`src/rtl/mario_video_timing.sv`:
```
// Video timing generator for the Mario Bros board: pixel divider, horizontal/vertical
// counters, blank/sync strobes and line/frame/vblank event pulses.
module mario_video_timing #(
    parameter int CLK_DIV    = 2,
    parameter int H_W        = 10,
    parameter int H_TOTAL    = 768,
    parameter int H_BL_START = 511,
    parameter int H_BL_END   = 767,
    parameter int H_SY_START = 576,
    parameter int H_SY_END   = 640,
    parameter int V_LAST     = 255,
    parameter int V_WRAP_TO  = 504,
    parameter int V_BL_START = 239,
    parameter int V_BL_END   = 15
) (
    input  logic           I_CLK,
    input  logic           I_RST_n,
    input  logic           I_CE,
    input  logic           I_HFLIP,
    input  logic           I_VFLIP,
    output logic           O_PIX_CE,
    output logic           O_CLK,
    output logic [H_W-1:0] H_CNT,
    output logic [H_W-1:0] HF_CNT,
    output logic [8:0]     V_CNT,
    output logic [7:0]     VF_CNT,
    output logic           H_BLANKn,
    output logic           V_BLANKn,
    output logic           C_BLANKn,
    output logic           H_SYNCn,
    output logic           V_SYNCn,
    output logic           O_LINE_START,
    output logic           O_FRAME_START,
    output logic           O_VBL_IRQ
);

    localparam int DIV_W = (CLK_DIV > 1) ? $clog2(CLK_DIV) : 1;
    localparam logic [DIV_W-1:0] DIV_LAST = DIV_W'(CLK_DIV - 1);
    localparam logic [DIV_W-1:0] DIV_HALF = DIV_W'(CLK_DIV / 2);
    localparam logic             HAS_PHASE = (CLK_DIV > 1);

    localparam logic [H_W-1:0] H_LAST  = H_W'(H_TOTAL - 1);
    localparam logic [H_W-1:0] H_BL_S  = H_W'(H_BL_START);
    localparam logic [H_W-1:0] H_BL_E  = H_W'(H_BL_END);
    localparam logic [H_W-1:0] H_SY_S  = H_W'(H_SY_START);
    localparam logic [H_W-1:0] H_SY_E  = H_W'(H_SY_END);
    localparam logic [8:0]     V_LST   = 9'(V_LAST);
    localparam logic [8:0]     V_WRAP  = 9'(V_WRAP_TO);
    localparam logic [8:0]     V_BL_S  = 9'(V_BL_START);
    localparam logic [8:0]     V_BL_E  = 9'(V_BL_END);

    logic [DIV_W-1:0] r_div;
    logic [H_W-1:0]   r_hcnt;
    logic [8:0]       r_vcnt;
    logic             r_hblank;
    logic             r_hsync;
    logic             r_vblank;
    logic             r_line_start;
    logic             r_frame_start;
    logic             r_vbl_irq;

    logic             w_tick;
    logic             w_line_adv;
    logic             w_vblank_next;

    assign w_tick     = I_CE && (r_div == DIV_LAST);
    assign w_line_adv = w_tick && (r_hcnt == H_SY_S);

    // Clear wins over set when both compare values coincide.
    always_comb begin
        w_vblank_next = r_vblank;
        if (r_vcnt == V_BL_E)
            w_vblank_next = 1'b0;
        else if (r_vcnt == V_BL_S)
            w_vblank_next = 1'b1;
    end

    always_ff @(posedge I_CLK or negedge I_RST_n) begin
        if (!I_RST_n) begin
            r_div         <= '0;
            r_hcnt        <= '0;
            r_vcnt        <= '0;
            r_hblank      <= 1'b0;
            r_hsync       <= 1'b0;
            r_vblank      <= 1'b0;
            r_line_start  <= 1'b0;
            r_frame_start <= 1'b0;
            r_vbl_irq     <= 1'b0;
        end else begin
            r_line_start  <= w_line_adv;
            r_frame_start <= w_line_adv && (r_vcnt == V_LST);
            r_vbl_irq     <= w_line_adv && w_vblank_next && !r_vblank;

            if (I_CE)
                r_div <= (r_div == DIV_LAST) ? '0 : r_div + 1'b1;

            if (w_tick) begin
                r_hcnt <= (r_hcnt == H_LAST) ? '0 : r_hcnt + 1'b1;

                if (r_hcnt == H_BL_E)
                    r_hblank <= 1'b0;
                else if (r_hcnt == H_BL_S)
                    r_hblank <= 1'b1;

                if (r_hcnt == H_SY_E)
                    r_hsync <= 1'b0;
                else if (r_hcnt == H_SY_S)
                    r_hsync <= 1'b1;
            end

            if (w_line_adv) begin
                r_vcnt   <= (r_vcnt == V_LST) ? V_WRAP : r_vcnt + 1'b1;
                r_vblank <= w_vblank_next;
            end
        end
    end

    assign O_PIX_CE      = w_tick;
    assign O_CLK         = HAS_PHASE && (r_div >= DIV_HALF);
    assign H_CNT         = r_hcnt;
    assign HF_CNT        = r_hcnt ^ {H_W{I_HFLIP}};
    assign V_CNT         = r_vcnt;
    assign VF_CNT        = r_vcnt[7:0] ^ {8{I_VFLIP}};
    assign H_BLANKn      = ~r_hblank;
    assign V_BLANKn      = ~r_vblank;
    assign C_BLANKn      = ~(r_hblank | r_vblank);
    assign H_SYNCn       = ~r_hsync;
    assign V_SYNCn       = ~r_vcnt[8];
    assign O_LINE_START  = r_line_start;
    assign O_FRAME_START = r_frame_start;
    assign O_VBL_IRQ     = r_vbl_irq;

endmodule

```
`config.mk`:
```
export PLATFORM = sky130hd
export DESIGN_NAME = mario_video_timing
export DESIGN_NICKNAME = d
export VERILOG_FILES = /design/src/rtl/mario_video_timing.sv
export SDC_FILE = /design/constraint.sdc
export NUM_CORES = 1
export LEC_CHECK = 0
export BUFFER_PORTS_ARGS = -buffer_cell sky130_fd_sc_hd__buf_4
export CORE_AREA = 5 5 67 99
export CTS_BUF_LIST = sky130_fd_sc_hd__clkbuf_4
export DETAILED_ROUTE_END_ITERATION = 6
export DIE_AREA = 0 0 72 104
export GPL_TIMING_DRIVEN = 1
export SYNTH_ARGS = -nofsm -noshare
export SYNTH_HDL_FRONTEND = slang
export SYNTH_SLANG_ARGS = --single-unit
```
`constraint.sdc`:
```
create_clock -name I_CLK -period 1.96 [get_ports I_CLK]
set_input_delay 0.098 -clock I_CLK [delete_from_list [all_inputs] [get_ports I_CLK]]
set_output_delay 0.098 -clock I_CLK [all_outputs]
set_load 0.005 [all_outputs]
```
Yosys cells after proc, flatten, opt, wreduce, memory -nomap -nowiden --
Index checks and enable logic that the tools add are counted.
Storage, ports and cells: flip-flop bits (word level) 26, input port bits 5, output and inout bits 47, logic and storage cells 47
Operators by class: add/sub/neg operators 3, magnitude comparators 1, equal/unequal tests 7, multiplexer cells 9, bitwise operators 8, reduce and logical (&&, ||, !) cells 10
Operators by type and width (number):
- $eq A10 B10 Y1 const B | 3
- $eq A9 B8 Y1 const B | 2
- $add A10 B1 Y10 const B | 1
- $eq A10 B9 Y1 const B | 1
- $mux W10 | 1
- $xor A10 B10 Y10 | 1
- $add A9 B1 Y9 const B | 1
- $eq A9 B4 Y1 const B | 1
- $mux W9 | 1
- $xor A8 B8 Y8 | 1
- $mux W1 | 7
- $logic_and A1 B1 Y1 | 5
- $not A1 Y1 | 5
- $reduce_and A2 Y1 | 2
- $reduce_bool A2 Y1 | 2
- $add A1 B1 Y1 const B | 1
- $ge A1 B1 Y1 const B | 1
- $logic_not A1 Y1 | 1
- $or A1 B1 Y1 | 1

Longest topological paths before layout --
depth in word-level cells 5, mapped depth 8, depth with buffers taken out 8

Worst setup path after synthesis --
Ideal clock, no wire load.
path kind reg2reg, start register r_vcnt[0] (netlist: V_CNT[0]), end register r_vcnt[7] (netlist: V_CNT[7]), arrival time 1660 ps, required time 1834 ps, slack 174 ps, stages on the path, launching flop included 8, buffers on the path 0, period minus slack after synthesis 1786 ps, cells stage by stage dfrtp_1 > ha_1 > nand4_1 > nor2_1 > ha_1 > inv_1 > nand2b_4 > o32a_1
On the way: longest elaborated chain between the ends 2
Ends and longest elaborated chain:
- from (decl) | RTL line 54 | logic [8:0] r_vcnt;
- from (signal assigned) | RTL line 112 | r_vcnt <= (r_vcnt == V_LST) ? V_WRAP : r_vcnt + 1'b1;
- $add A9 B1 Y9 / $eq A9 B8 Y1 (equally long branches) | RTL line 112
- $mux W9 (*) | RTL line 112
Mark *: on every way between the ends. The rest lies on a longest branch, timed or not. A chain may end at the register's enable or synchronous reset.

Final worst setup path --
start register r_hcnt[0] (netlist: H_CNT[0]), end register r_vcnt[2] (netlist: V_CNT[2])
On the way: longest elaborated chain between the ends 2
Ends and longest elaborated chain:
- from (decl) | RTL line 53 | logic [H_W-1:0] r_hcnt;
- from (signal assigned) | RTL line 98 | r_hcnt <= (r_hcnt == H_LAST) ? '0 : r_hcnt + 1'b1;
- $eq A10 B10 Y1 | RTL line 67 | assign w_line_adv = w_tick && (r_hcnt == H_SY_S);
- $logic_and A1 B1 Y1 | RTL line 67
No other way between the ends.

==> summary.txt <==
Placement
  – DP HPWL: 3090 microns
  – Gp weighted congestion: 0.852
  – Dpl ws: 179 ps
  – Port Buffers: 51

Power and ir drop
  – Comb power frac: 0.360
  – Sw Pwr: 527 uW
  – Max VDD drop: 0.000435 V
  – Sw frac: 0.351
  – Leakage: 0.00101 uW
  – Clk pwr share: 0.166
  – P_int: 974 uW
  – Pwr Total: 1500 uW
  – Pwr/cell area: 717 nW/um^2
  – Sequential Power Share: 0.474

Timing
  – Setup violations, final: 0
  – Final WS setup: 154 ps
  – Fmax achieved: 0.554 GHz
  – Slew Viols, Final: 0
  – Sum of negative setup slack: 0 ps
  – Crit path time final: 1810 ps
  – Pin slew with the least headroom to its limit: 385 ps
  – Hold_ws: 178 ps
  – Period utilization: 0.922
  – Final worst clock skew: 15.2 ps
  – RSZ-0062 raised after global routing: false
  – Max transition margin: 0.740
  – Hold Violations, Final: 0

Layout
  – Antenna diodes: 0
  – Layout cells sized above 1: 0.324
  – Area grow syn2layout: 36.3%
  – Nets: 229

Routing
  – Drt wl/cell: 13.9 microns
  – DRC: 0
  – Final WL: 4060 microns
  – Initial DRT Pass Iterations: 4
  – Via density: 4.66
  – Via Count: 1,357
  – Initial DRC Count: 112
  – Post-DRT Antenna Nets: 0

Critical path
  – Critical path data required time: 2180 ps
  – CP max stage delay: 460 ps
  – Crit. End Element: flip-flop
  – Cell mode on critical path: o21ai_0
  – Slowest cell on crit path: dfrtp_1
  – Crit path kind: reg2reg
  – Crit-path cells: inv_1, ha_1, and4bb_1, nand4_4, buf_4, o21ai_0, o21ai_0
  – CP Launch Type: flip-flop
  – CP arrival: 2030 ps
  – Crit-path max FO: 10

Clock network
  – CTS buffer count: 3
  – Postcts setup bufs: 0
  – H-tree Lvls: 1
  – Post_cts resized: 0
  – Root buf cell: clkbuf_4
  – Hold_buf cts: 2
  – Max clock buf depth: 2
  – CTS Sinks: 26
  – Reg clk slew, reported paths: 150 ps
  – CTS tree: yes
  – Skew-Pair Late Insertion Delay: 350 ps

Synth
  – Netlist cell types: 39
  – Synth area leader: dfrtp_1
  – Ys async rst share: 1.00
  – Yosys top cell area share: 0.423
  – Syn_nets: 168
  – Syn. warnings: 0
  – Top cells by area, synth: dfrtp_1 (42%), xor2_1 (11%), xnor2_1 (3.4%), a21oi_1 (3.3%), ha_1 (3.3%)
  – EDFF count, synth: 0
  – Post-Syn Area per Cell: 9.66 sq um
  – Seq/Total Area, Yosys: 0.423
  – Mapped Cells: 159
  – FF+latch count, synth: 26
  – Mapped cell area: 1540 sq um
  – Most common flop cell mapped by yosys: dfrtp_1

Min path
  – Hold Path Class: in2async

GRT
  – Gr usage total: 0.115
  – First-pass GRT wire length: 6890 microns
  – Largest net degree at the start of global routing: 27
  – Remaining Overflow, GRT: 0
  – Vias in the first global route: 1,402
  – Antenna violations before repair: 0

Floorplan
  – CORE AREA: 5700 sq um
  – Row Count: 34
  – Die height: 104 microns
  – Die width: 72 microns
  – Io pins: 52
  – Die ar.: 7490 sq um
  – Initial Utilization: 0.270

Job
  – Max_cap viols: 0

Status
  – Status: finished clean
==> cells in the mapped netlist, types with 2 or more instances <==
cell,number
nand4_1,6
nor3_1,2
inv_1,9
clkbuf_1,3
a21oi_1,10
dfrtp_1,26
nor2_1,9
a2bb2oi_1,2
nand2_1,13
buf_6,2
and4_1,3
o22a_1,2
ha_1,4
o31ai_1,2
o21ai_0,9
nor2b_1,2
xnor2_1,6
xor2_1,19
nand3_1,6
buf_2,5
==> cell usage in the layout (no fill, tap or decap), types with 2 or more instances in the layout <==
master         synthesis  routed
nand3_1                6       6
nor2b_1                2       2
nand2_1               13      13
nor3_1                 2       2
dlygate4sd3_1          0       2
o22a_1                 2       2
and4_1                 3       3
xor2_1                19      19
xnor2_1                6       6
clkinv_1               1       2
o21ai_0                9       9
buf_4                  0      64
inv_1                  9       9
a2bb2oi_1              2       2
ha_1                   4       4
nand4_1                6       6
dfrtp_1               26      26
a21oi_1               10      10
clkbuf_4               0       3
o31ai_1                2       2
nor2_1                 9       9
==> critical path: cells and delay by family (launching register included) <==
family	cells	cell delay, ps
DFF	1	460
and+or+nand+nor	2	420
buffers and inverters	2	350
AOI/OAI and AO/OA	2	300
adders and majority gates	1	160
==> metal layers <==
metal	wire length (microns)	track usage	up-vias
met2	2110	0.207	42
met1	1600	0.131	641
met4	68	0.0444	0
met3	273	0.0184	5
met5	0	0	-
li1	-	-	669
==> sequential cells by signal, indices dropped and copies added, names as in the netlist <==
name,flops
H_CNT,10
V_CNT,9
O_FRAME_START,1
O_LINE_START,1
O_VBL_IRQ,1
r_div,1
r_hblank,1
r_hsync,1
r_vblank,1
==> stage by stage <==
step / cells / utilization / cell area, sq um
after floorplan: 159 / - / 1540
after global placement: 285 / 0.359 / 2050
after detailed placement: 285 / 0.359 / 2050
after CTS: 291 / 0.367 / 2090
after global routing: 291 / 0.367 / 2090
final: 291 / 0.367 / 2090
==> final cells by class <==
type / count / area (sq um)
clock buffers: 3 / 22.5
inverters: 10 / 37.5
well taps: 72 / 90.1
flip-flops and latches: 26 / 651
multi-input cells: 113 / 790
repair buffers: 66 / 500
fillers: 608 / 3610
clock inverters: 1 / 3.75
==> power groups by stage <==
stage               combinational [uW]  sequential [uW]  clock, uW
floorplan                          277              682          0
global placement                   542              720          0
detailed placement                 542              724          0
CTS                                551              714        256
global route                       602              730        282
finish                             540              712        249
==> final timing paths <==
kind,depth (start not counted),endpoint,slack (ps),startpoint
setup / recovery,7,V_CNT[2]$_DFFE_PN0P_,150,H_CNT[0]$_DFFE_PN0P_
hold / removal,2,V_CNT[3]$_DFFE_PN0P_,180,I_RST_n
setup reg to reg,7,V_CNT[2]$_DFFE_PN0P_,150,H_CNT[0]$_DFFE_PN0P_
hold reg to reg,1,r_div$_DFFE_PN0P_,530,r_div$_DFFE_PN0P_
max in group asynchronous,2,H_CNT[0]$_DFFE_PN0P_,1510,I_RST_n
min in group I_CLK,3,r_div$_DFFE_PN0P_,500,I_CE
==> logic make-up after synthesis <==
family,synth area share
XOR/XNOR,0.143
multiplexers,0.00733
buffers and inverters,0.0627
flip-flops,0.423
AO/OA/AOI/OAI,0.118
adder cells (fa/ha/maj),0.0326
AND/OR/NAND/NOR,0.213
No activity file was read; power rests on OpenSTA's default activity.
